[src/rtl/booth_pkg.sv]
// -----------------------------------------------------------------------------
// booth_pkg
// Shared definitions for the radix-2 Booth multiplier controller.
//   state_t      : controller state encoding (3-bit, binary)
//   Q_ADD/Q_SUB  : reg_uzunB[1:0] codes that request an add / a subtract
//   ITER_DEFAULT : evaluate/shift iterations per multiplication; must match
//                  the count value the datapath presets on set_count
// -----------------------------------------------------------------------------
package booth_pkg;

    localparam int ITER_DEFAULT       = 8;
    localparam int WDOG_SLACK_DEFAULT = 2;

    localparam logic [1:0] Q_ADD = 2'b01;
    localparam logic [1:0] Q_SUB = 2'b10;

    typedef enum logic [2:0] {
        IDLE  = 3'd0,
        CLR   = 3'd1,
        LOAD  = 3'd2,
        EVAL  = 3'd3,
        SHIFT = 3'd4,
        WRITE = 3'd5,
        DONE  = 3'd6
    } state_t;

endpackage

[src/rtl/booth_ctrl_wdog.sv]
// -----------------------------------------------------------------------------
// booth_ctrl_wdog
// Counts EVAL visits of the Booth controller and raises a sticky error when
// the datapath count fails to reach zero within ITER + WDOG_SLACK visits.
// Ports:
//   clk, rst      : clock, asynchronous active-high reset
//   i_clr         : accepted start; clears the visit counter and the error
//   i_eval        : controller is in EVAL this cycle
//   i_count_zero  : datapath count == 0
//   o_trip        : combinational; abort the loop this cycle
//   o_err         : sticky error flag
// -----------------------------------------------------------------------------
module booth_ctrl_wdog #(
    parameter int ITER       = 8,
    parameter int WDOG_SLACK = 2
) (
    input  logic clk,
    input  logic rst,
    input  logic i_clr,
    input  logic i_eval,
    input  logic i_count_zero,
    output logic o_trip,
    output logic o_err
);

    localparam int LIMIT = ITER + WDOG_SLACK;
    // One spare bit above what LIMIT+1 needs so saturation never masks a trip.
    localparam int CNT_W = $clog2(LIMIT + 2) + 1;
    localparam logic [CNT_W-1:0] CNT_MAX = {CNT_W{1'b1}};
    localparam logic [CNT_W-1:0] LIMIT_C = CNT_W'(LIMIT);

    logic [CNT_W-1:0] r_iter;
    logic [CNT_W-1:0] w_visit;
    logic             r_err;

    // Ordinal of the current EVAL visit (1 on the first visit), saturating.
    assign w_visit = (r_iter == CNT_MAX) ? CNT_MAX : r_iter + CNT_W'(1);

    assign o_trip = i_eval && !i_count_zero && (w_visit > LIMIT_C);
    assign o_err  = r_err;

    always_ff @(posedge clk or posedge rst) begin
        if (rst) begin
            r_iter <= '0;
            r_err  <= 1'b0;
        end else if (i_clr) begin
            r_iter <= '0;
            r_err  <= 1'b0;
        end else begin
            if (i_eval) begin
                r_iter <= w_visit;
            end
            if (o_trip) begin
                r_err <= 1'b1;
            end
        end
    end

endmodule

[src/rtl/booth_ctrl.sv]
// -----------------------------------------------------------------------------
// booth_ctrl
// Sequencer for an 8-bit radix-2 Booth multiplier datapath.
// A start in IDLE loads A and {B,0}, clears the product and presets the
// datapath count, runs ITER evaluate/shift iterations (add/subtract chosen
// from q_0_1), then commits the product to the result register and pulses
// done. A clear_req in IDLE clears A, B, product and result for one cycle.
// Ports:
//   clk, rst                 : clock, asynchronous active-high reset
//   start, clear_req         : requests, sampled in IDLE only (start wins)
//   q_0_1, count_cp_zero     : status from the datapath
//   Awrite .. B_clr          : datapath controls (combinational state decode)
//   busy                     : high in every state except IDLE
//   done                     : one-cycle pulse once result is updated
//   err                      : sticky watchdog error
// -----------------------------------------------------------------------------
module booth_ctrl
    import booth_pkg::*;
#(
    parameter int ITER       = ITER_DEFAULT,
    parameter int WDOG_SLACK = WDOG_SLACK_DEFAULT
) (
    input  logic       clk,
    input  logic       rst,
    input  logic       start,
    input  logic       clear_req,
    input  logic [1:0] q_0_1,
    input  logic       count_cp_zero,
    output logic       Awrite,
    output logic       Bwrite,
    output logic       reg_uzunB_ld,
    output logic       Add_Sub,
    output logic       shift_carpim,
    output logic       carpim_ld,
    output logic       carpim_clr,
    output logic       set_count,
    output logic       ld_count,
    output logic       result_ld,
    output logic       result_clr,
    output logic       A_clr,
    output logic       B_clr,
    output logic       busy,
    output logic       done,
    output logic       err
);

    state_t r_state;
    state_t w_state_next;
    logic   w_start_acc;
    logic   w_eval;
    logic   w_trip;

    assign w_eval = (r_state == EVAL);

    booth_ctrl_wdog #(
        .ITER       (ITER),
        .WDOG_SLACK (WDOG_SLACK)
    ) u_wdog (
        .clk          (clk),
        .rst          (rst),
        .i_clr        (w_start_acc),
        .i_eval       (w_eval),
        .i_count_zero (count_cp_zero),
        .o_trip       (w_trip),
        .o_err        (err)
    );

    always_ff @(posedge clk or posedge rst) begin
        if (rst) begin
            r_state <= IDLE;
        end else begin
            r_state <= w_state_next;
        end
    end

    always_comb begin
        w_state_next = r_state;
        w_start_acc  = 1'b0;
        Awrite       = 1'b0;
        Bwrite       = 1'b0;
        reg_uzunB_ld = 1'b0;
        Add_Sub      = 1'b0;
        shift_carpim = 1'b0;
        carpim_ld    = 1'b0;
        carpim_clr   = 1'b0;
        set_count    = 1'b0;
        ld_count     = 1'b0;
        result_ld    = 1'b0;
        result_clr   = 1'b0;
        A_clr        = 1'b0;
        B_clr        = 1'b0;
        busy         = (r_state != IDLE);
        done         = 1'b0;

        case (r_state)
            IDLE: begin
                if (start) begin
                    w_start_acc  = 1'b1;
                    w_state_next = LOAD;
                end else if (clear_req) begin
                    w_state_next = CLR;
                end
            end
            CLR: begin
                result_clr   = 1'b1;
                A_clr        = 1'b1;
                B_clr        = 1'b1;
                carpim_clr   = 1'b1;
                w_state_next = IDLE;
            end
            LOAD: begin
                Awrite       = 1'b1;
                Bwrite       = 1'b1;
                carpim_clr   = 1'b1;
                set_count    = 1'b1;
                ld_count     = 1'b1;
                w_state_next = EVAL;
            end
            EVAL: begin
                // A tripped watchdog leaves the loop without touching the
                // product, exactly like a normal count-zero exit.
                if (count_cp_zero || w_trip) begin
                    w_state_next = WRITE;
                end else begin
                    w_state_next = SHIFT;
                    case (q_0_1)
                        Q_ADD: begin
                            carpim_ld = 1'b1;
                            Add_Sub   = 1'b0;
                        end
                        Q_SUB: begin
                            carpim_ld = 1'b1;
                            Add_Sub   = 1'b1;
                        end
                        default: begin
                        end
                    endcase
                end
            end
            SHIFT: begin
                shift_carpim = 1'b1;
                carpim_ld    = 1'b1;
                reg_uzunB_ld = 1'b1;
                ld_count     = 1'b1;
                w_state_next = EVAL;
            end
            WRITE: begin
                result_ld    = 1'b1;
                w_state_next = DONE;
            end
            DONE: begin
                done         = 1'b1;
                w_state_next = IDLE;
            end
            default: begin
                w_state_next = IDLE;
            end
        endcase
    end

endmodule

[config.mk]
export PLATFORM = sky130hd
export DESIGN_NAME = booth_ctrl
export DESIGN_NICKNAME = d
export VERILOG_FILES = /design/src/rtl/booth_pkg.sv /design/src/rtl/booth_ctrl_wdog.sv /design/src/rtl/booth_ctrl.sv
export SDC_FILE = /design/constraint.sdc
export NUM_CORES = 1
export LEC_CHECK = 0
export ABC_AREA = 1
export CELL_PAD_IN_SITES_DETAIL_PLACEMENT = 0
export CELL_PAD_IN_SITES_GLOBAL_PLACEMENT = 1
export CORE_ASPECT_RATIO = 0.7
export CORE_MARGIN = 3
export CORE_UTILIZATION = 30
export CTS_CLUSTER_DIAMETER = 150
export DETAILED_ROUTE_END_ITERATION = 6
export GPL_TIMING_DRIVEN = 0
export PLACE_DENSITY_LB_ADDON = 0.1
export SETUP_SLACK_MARGIN = 0.4
export SYNTH_ARGS = -nofsm -noshare
export SYNTH_HDL_FRONTEND = slang
export SYNTH_SLANG_ARGS = --single-unit
[constraint.sdc]
create_clock -name clk -period 1.9 [get_ports clk]
set_input_delay 0.38 -clock clk [delete_from_list [all_inputs] [get_ports clk]]
set_output_delay 0.38 -clock clk [all_outputs]
set_load 0.01 [all_outputs]
Word level (Yosys, flattened, before mapping):

Cells that the tools add are included.
Widths: inputs -> output; s select.

* register bits after elaboration: 9
* latch bits: 0
* bits in writable memories: 0
* ROM bits: 0
* input port bits: 7
* output and inout port bits: 16
* word-level logic and storage cells: 50
* memories kept: 0

* add/sub/neg operators: 1
* $mul: 0
* div/mod/pow operators: 0
* $lt $le $gt $ge: 1
* equal/unequal tests: 10
* shifts and indexed selects: 0
* mux-type cells: 24
* bitwise operators: 0
* reduce and logical (&&, ||, !) cells: 11

Operators by type and width (number)
* $mux 1: 17
* $mux 5: 3
* $pmux 3 s4: 1
* $eq 3x3->1 const B: 3
* $eq 3x2->1 const B: 2
* $mux 3: 2
* $reduce_or 2->1: 3
* $add 5x1->5 const B: 1
* $eq 5x5->1 const B: 1
* $gt 5x4->1 const B: 1
* $reduce_bool 2->1: 2
* $eq 3x1->1 const B: 1
* $logic_not 3->1: 1
* $ne 3x3->1 const B: 1
* $reduce_bool 3->1: 1
* $eq 2x1->1 const B: 1
* $eq 2x2->1 const B: 1
* $logic_and 1x1->1: 2
* $pmux 1 s2: 1
* $logic_not 1->1: 1
* $logic_or 1x1->1: 1

Logic depth before layout (Yosys ltp):

* word-level depth: 7
* depth in mapped cells: 10

By module:

Synthesis repeated with hierarchy kept, for this count alone.

* cells, all modules: 96
* area, all modules: 665.6 um2

By module, submodules not included
* booth_ctrl_wdog: instances 1, cells an instance 51, area an instance 372.9 um2
* booth_ctrl: instances 1, cells an instance 45, area an instance 292.8 um2

Worst setup path before layout:

No wires, ideal clock.

* path kind: register to output
* from: reg u_wdog.r_iter[0]
* to: out Add_Sub
* arrival time: 1.252 ns
* path slack: 0.268 ns
* stages on the path, launching flop included: 9
* path buffers: 0
* cells stage by stage: dfrtp_1 ha_1 inv_1 nand2_1 nand2_1 nand3_1 nand2_1 nand3_2 nor3b_2

* word-level cells in the longest chain between the ends: 7
* elaborated cells between the ends (all ways): 8
* classes of those cells: add/sub (1); order compare (1); eq/ne (1); mux (3); reduce/logical (2)

RTL lines
* from (decl): RTL line booth_ctrl_wdog.sv:32 `logic [CNT_W-1:0] r_iter;`
* from (signal assigned): RTL line booth_ctrl_wdog.sv:51 `r_iter <= w_visit;`
* $add 5x1->5 / $eq 5x5->1 (equally long branches): RTL line booth_ctrl_wdog.sv:37 `assign w_visit = (r_iter == CNT_MAX) ? CNT_MAX : r_iter + CNT_W'(1);`
* $mux 5 (*): RTL line booth_ctrl_wdog.sv:37
* $gt 5x4->1 (*): RTL line booth_ctrl_wdog.sv:39 `assign o_trip = i_eval && !i_count_zero && (w_visit > LIMIT_C);`
* $logic_and 1x1->1 (*): RTL line booth_ctrl_wdog.sv:39
* $logic_or 1x1->1 (*): RTL line booth_ctrl.sv:122 `if (count_cp_zero || w_trip) begin`
* $mux 1 (*): RTL line booth_ctrl.sv:122
* $mux 1 (*): RTL line booth_ctrl.sv:95 `case (r_state)`
* to (decl): RTL line booth_ctrl.sv:32 `output logic Add_Sub,`

Mark *: on every way between the ends. The rest lies on a longest branch, timed or not.

Worst setup path after layout:

* from: reg u_wdog.r_iter[1]
* to: out carpim_ld

* word-level cells in the longest chain between the ends: 7
* elaborated cells between the ends (all ways): 8
* classes of those cells: add/sub (1); order compare (1); eq/ne (1); mux (3); reduce/logical (2)

RTL lines
* $add 5x1->5 / $eq 5x5->1 (equally long branches): RTL line booth_ctrl_wdog.sv:37
* $mux 5 (*): RTL line booth_ctrl_wdog.sv:37
* $gt 5x4->1 (*): RTL line booth_ctrl_wdog.sv:39
* $logic_and 1x1->1 (*): RTL line booth_ctrl_wdog.sv:39
* $logic_or 1x1->1 (*): RTL line booth_ctrl.sv:122
* $mux 1 (*): RTL line booth_ctrl.sv:122
* $pmux 1 s2 (*): RTL line booth_ctrl.sv:95
* to (decl): RTL line booth_ctrl.sv:34 `output logic carpim_ld,`

Marks and branches as above.

==> run metrics <==
crit share post-route 115%; first-pass GRT wire length 3670 µm; initial antenna violation count 0; Req. time, crit path 1.52 ns; Async SR Flop Fraction 100%; synthesized area per cell 7.45 µm²; Fillers 121; Max-Slew Margin vs Limit 74.8%; Lkg Pwr 0.783 nW; P_int 1.50 mW; P per Cell Area 1600 mW/mm²; CP Capture Type primary output; final setup fails 6; CTS root buf clkbuf_4; detailed-route DRC error count 0; Switching Share 39.5%; area grow syn2layout 141%; core area 0.00194 mm²; Psw 0.978 mW; peak fanout along the critical path 4; RSZ-0062 raised after global routing true; CTS max path bufs 2; GR Overflow Total 0; cts hold-fix bufs 0; worst hold path type input port to asynchronous set/reset pin; GRT Overall Usage 19.0%; CP cell instances ha_4, nand2_1, nand2_1, nand3_1, nand2_2, nand3_2, nor2_2, nand2_1, nand2_2, buf_6; via count 930; WL final 3150 µm; Worst path max stage delay 0.42 ns; Crit path top cell by count nand2_1; H-tree depth 1; Initial Utilization 33.1%; Worst-Margin Slew 0.378 ns; clock skew 0.000820 ns; crit path launch type flop; combinational cell fraction of total power 80.5%; Antenna Cells 0; TritonCTS Buffers 3; # IOs 23; drt pass-1 iters 4; I/O Buffers 22; Final Util 79.9%; critical path data arrival time 1.81 ns; Worst-path clk slew 0.06 ns; crit path kind flop to primary output; Seq pwr share 13.1%; prevailing post-synth register cell dfrtp_1; Wirelength per Cell 17.2 µm; GP Congestion 0.696; slowest cell on the critical path dfrtp_1; clock share of power 6.4%; Peak VDD IR 853 µV; clk sinks 9; Max-Cap Viols 0; flop and latch count out of synthesis 9; Die W 61.2 µm; drt via density 5.08; unique cell type count in the Yosys netlist 22; Die Span Y 44.7 µm; mapped cell area 641 µm²; Placement Rows 13; DP Worst Slack -0.314 ns; sequential share of the synthesized area 35.2%; status finished, violations left; clk_lat worst skew 0.27 ns; Final WS setup -0.288 ns; ANT nets after route 0; pin count of the biggest net entering global routing 10; Post-synth EDFFs 0; R2R cell count 14; cells after synthesis 86; syn_nets 95; Slew Limit Fails 0; nets 171; Final Hold Vio Count 0; initial DRC count 35; HPWL after detailed placement 1170 µm; Final min period 2.19 ns; CTS tree built; Die ar. 0.00273 mm²; synth warn 0; layout cells sized above 1 65.8%; vias in the first global route 763; failing checks negative setup slack; fmax 0.457 GHz
==> power by group through the flow <==
stage / clock (mW) / combinational [mW] / sequential (mW)
global placement: 0 / 0.793 / 0.332
detailed placement: 0 / 0.793 / 0.330
CTS: 0.155 / 1.49 / 0.317
global route: 0.170 / 2.10 / 0.334
floorplan: 0 / 0.470 / 0.314
finish: 0.158 / 1.99 / 0.325
==> Yosys cell counts (2+ instances only) <==
master   count  area [µm²]
ha_1         2        25.0
nor2_2       2        12.5
inv_2        4        15.0
inv_1       14        52.6
buf_4        5        37.5
a21oi_1      3        15.0
nand3_1      7        35.0
nor2_1       4        15.0
nand2_2      3        18.8
nor3_1       3        15.0
nand4_1      2        12.5
o21ai_1      5        25.0
dfrtp_1      9         225
nand2_1     15        56.3
==> registers in the layout, summed over array words and instances, names as in the netlist <==
register / flops
r_state: 3
u_wdog.r_iter: 5
u_wdog.o_err: 1
==> what timing repair did <==
action                                  4_1_cts  5_1_grt
buffers inserted                             37       12
endpoints found under the setup margin       16       17
pin swaps                                    14       12
gates resized for setup                      99       39
==> worst paths after layout <==
| path | from | end | slack, ns |
|---|---|---|---|
| setup reg to reg | u_wdog.r_iter[1] | u_wdog.o_err | -0.23 |
| max in group asynchronous | rst | r_state[2] | 1.22 |
| hold / removal | rst | u_wdog.r_iter[0] | 0.39 |
| hold reg to reg | u_wdog.o_err | u_wdog.o_err | 0.52 |
| min in group clk | u_wdog.o_err | u_wdog.o_err | 0.52 |
| setup / recovery | u_wdog.r_iter[1] | carpim_ld | -0.29 |
==> cells in the final DEF (no fill, tap or decap) <==
master and count:
clkbuf_1 1, nand2_1 9, ha_1 1, o22ai_1 1, nand3_1 6, nor2_2 2
nand2_4 2, buf_12 1, nor2_1 2, clkdlybuf4s50_1 6, nor3_4 4, inv_4 2
buf_6 48, a211oi_2 1, or2_4 1, nor3_1 1, nand4_1 2, a21oi_1 1
nand2_2 6, nor3b_2 1, inv_6 1, buf_2 4, dfrtp_2 2, nand2_8 1
inv_1 12, dlygate4sd2_1 1, dfrtp_1 7, nand3_2 2, buf_4 16, a21oi_2 2
clkbuf_4 3, o21ai_1 5, nor2_4 2, ha_4 1, inv_2 4
==> stage by stage <==
step / power (mW) / instance area, µm² / TNS [ns] / cells / hold slack [ns]
final: 2.48 / 1550 / -1.06 / 183 / 0.388
after floorplan: 0.784 / 651 / 0 / 86 / 0.208
after detailed placement: 1.12 / 898 / -0.617 / 130 / 0.510
after global placement: 1.12 / 898 / -0.589 / 130 / 0.508
after global routing: 2.61 / 1550 / -1.62 / 183 / 0.424
after CTS: 1.96 / 1310 / -0.390 / 171 / 0.380
==> metal layers <==
| metal | up-vias | part of all wire, % | global-route usage [%] |
|---|---|---|---|
| li1 | 425 | - | - |
| met4 | 0 | 3.1 | 3.90 |
| met3 | 12 | 7.6 | 6.41 |
| met5 | - | 0 | 0 |
| met2 | 47 | 46 | 28.7 |
| met1 | 446 | 43 | 26.3 |
==> area by class of cell <==
| cell class | instances | area (µm²) | share of cell area, % |
|---|---|---|---|
| flip-flops and latches | 9 | 228 | 14.7 |
| repair buffers | 71 | 717 | 46.4 |
| inverters | 19 | 81.3 | 5.26 |
| clock buffers | 4 | 26.3 | 1.70 |
| well taps | 22 | 27.5 | 1.78 |
| multi-input cells | 53 | 414 | 26.8 |
| plain buffers | 5 | 52.6 | 3.40 |
==> critical path, delay by kind of cell, from the launching register on <==
| kind | cells | cell delay [ns] |
|---|---|---|
| and+or+nand+nor | 8 | 0.83 |
| adders and majority gates | 1 | 0.19 |
| DFF | 1 | 0.42 |
| buffers and inverters | 1 | 0.09 |
==> logic make-up (layout without fill, tap and decap cells) <==
kind of cell	count (synthesis)	after routing	share of synthesized area (%)
AOI/OAI and AO/OA	10	10	9.18
adders and majority gates	2	2	3.91
buffers and inverters	24	99	17.4
DFF	9	9	35.2
and+or+nand+nor	41	41	34.4
No activity file was read; power rests on OpenSTA's default activity.
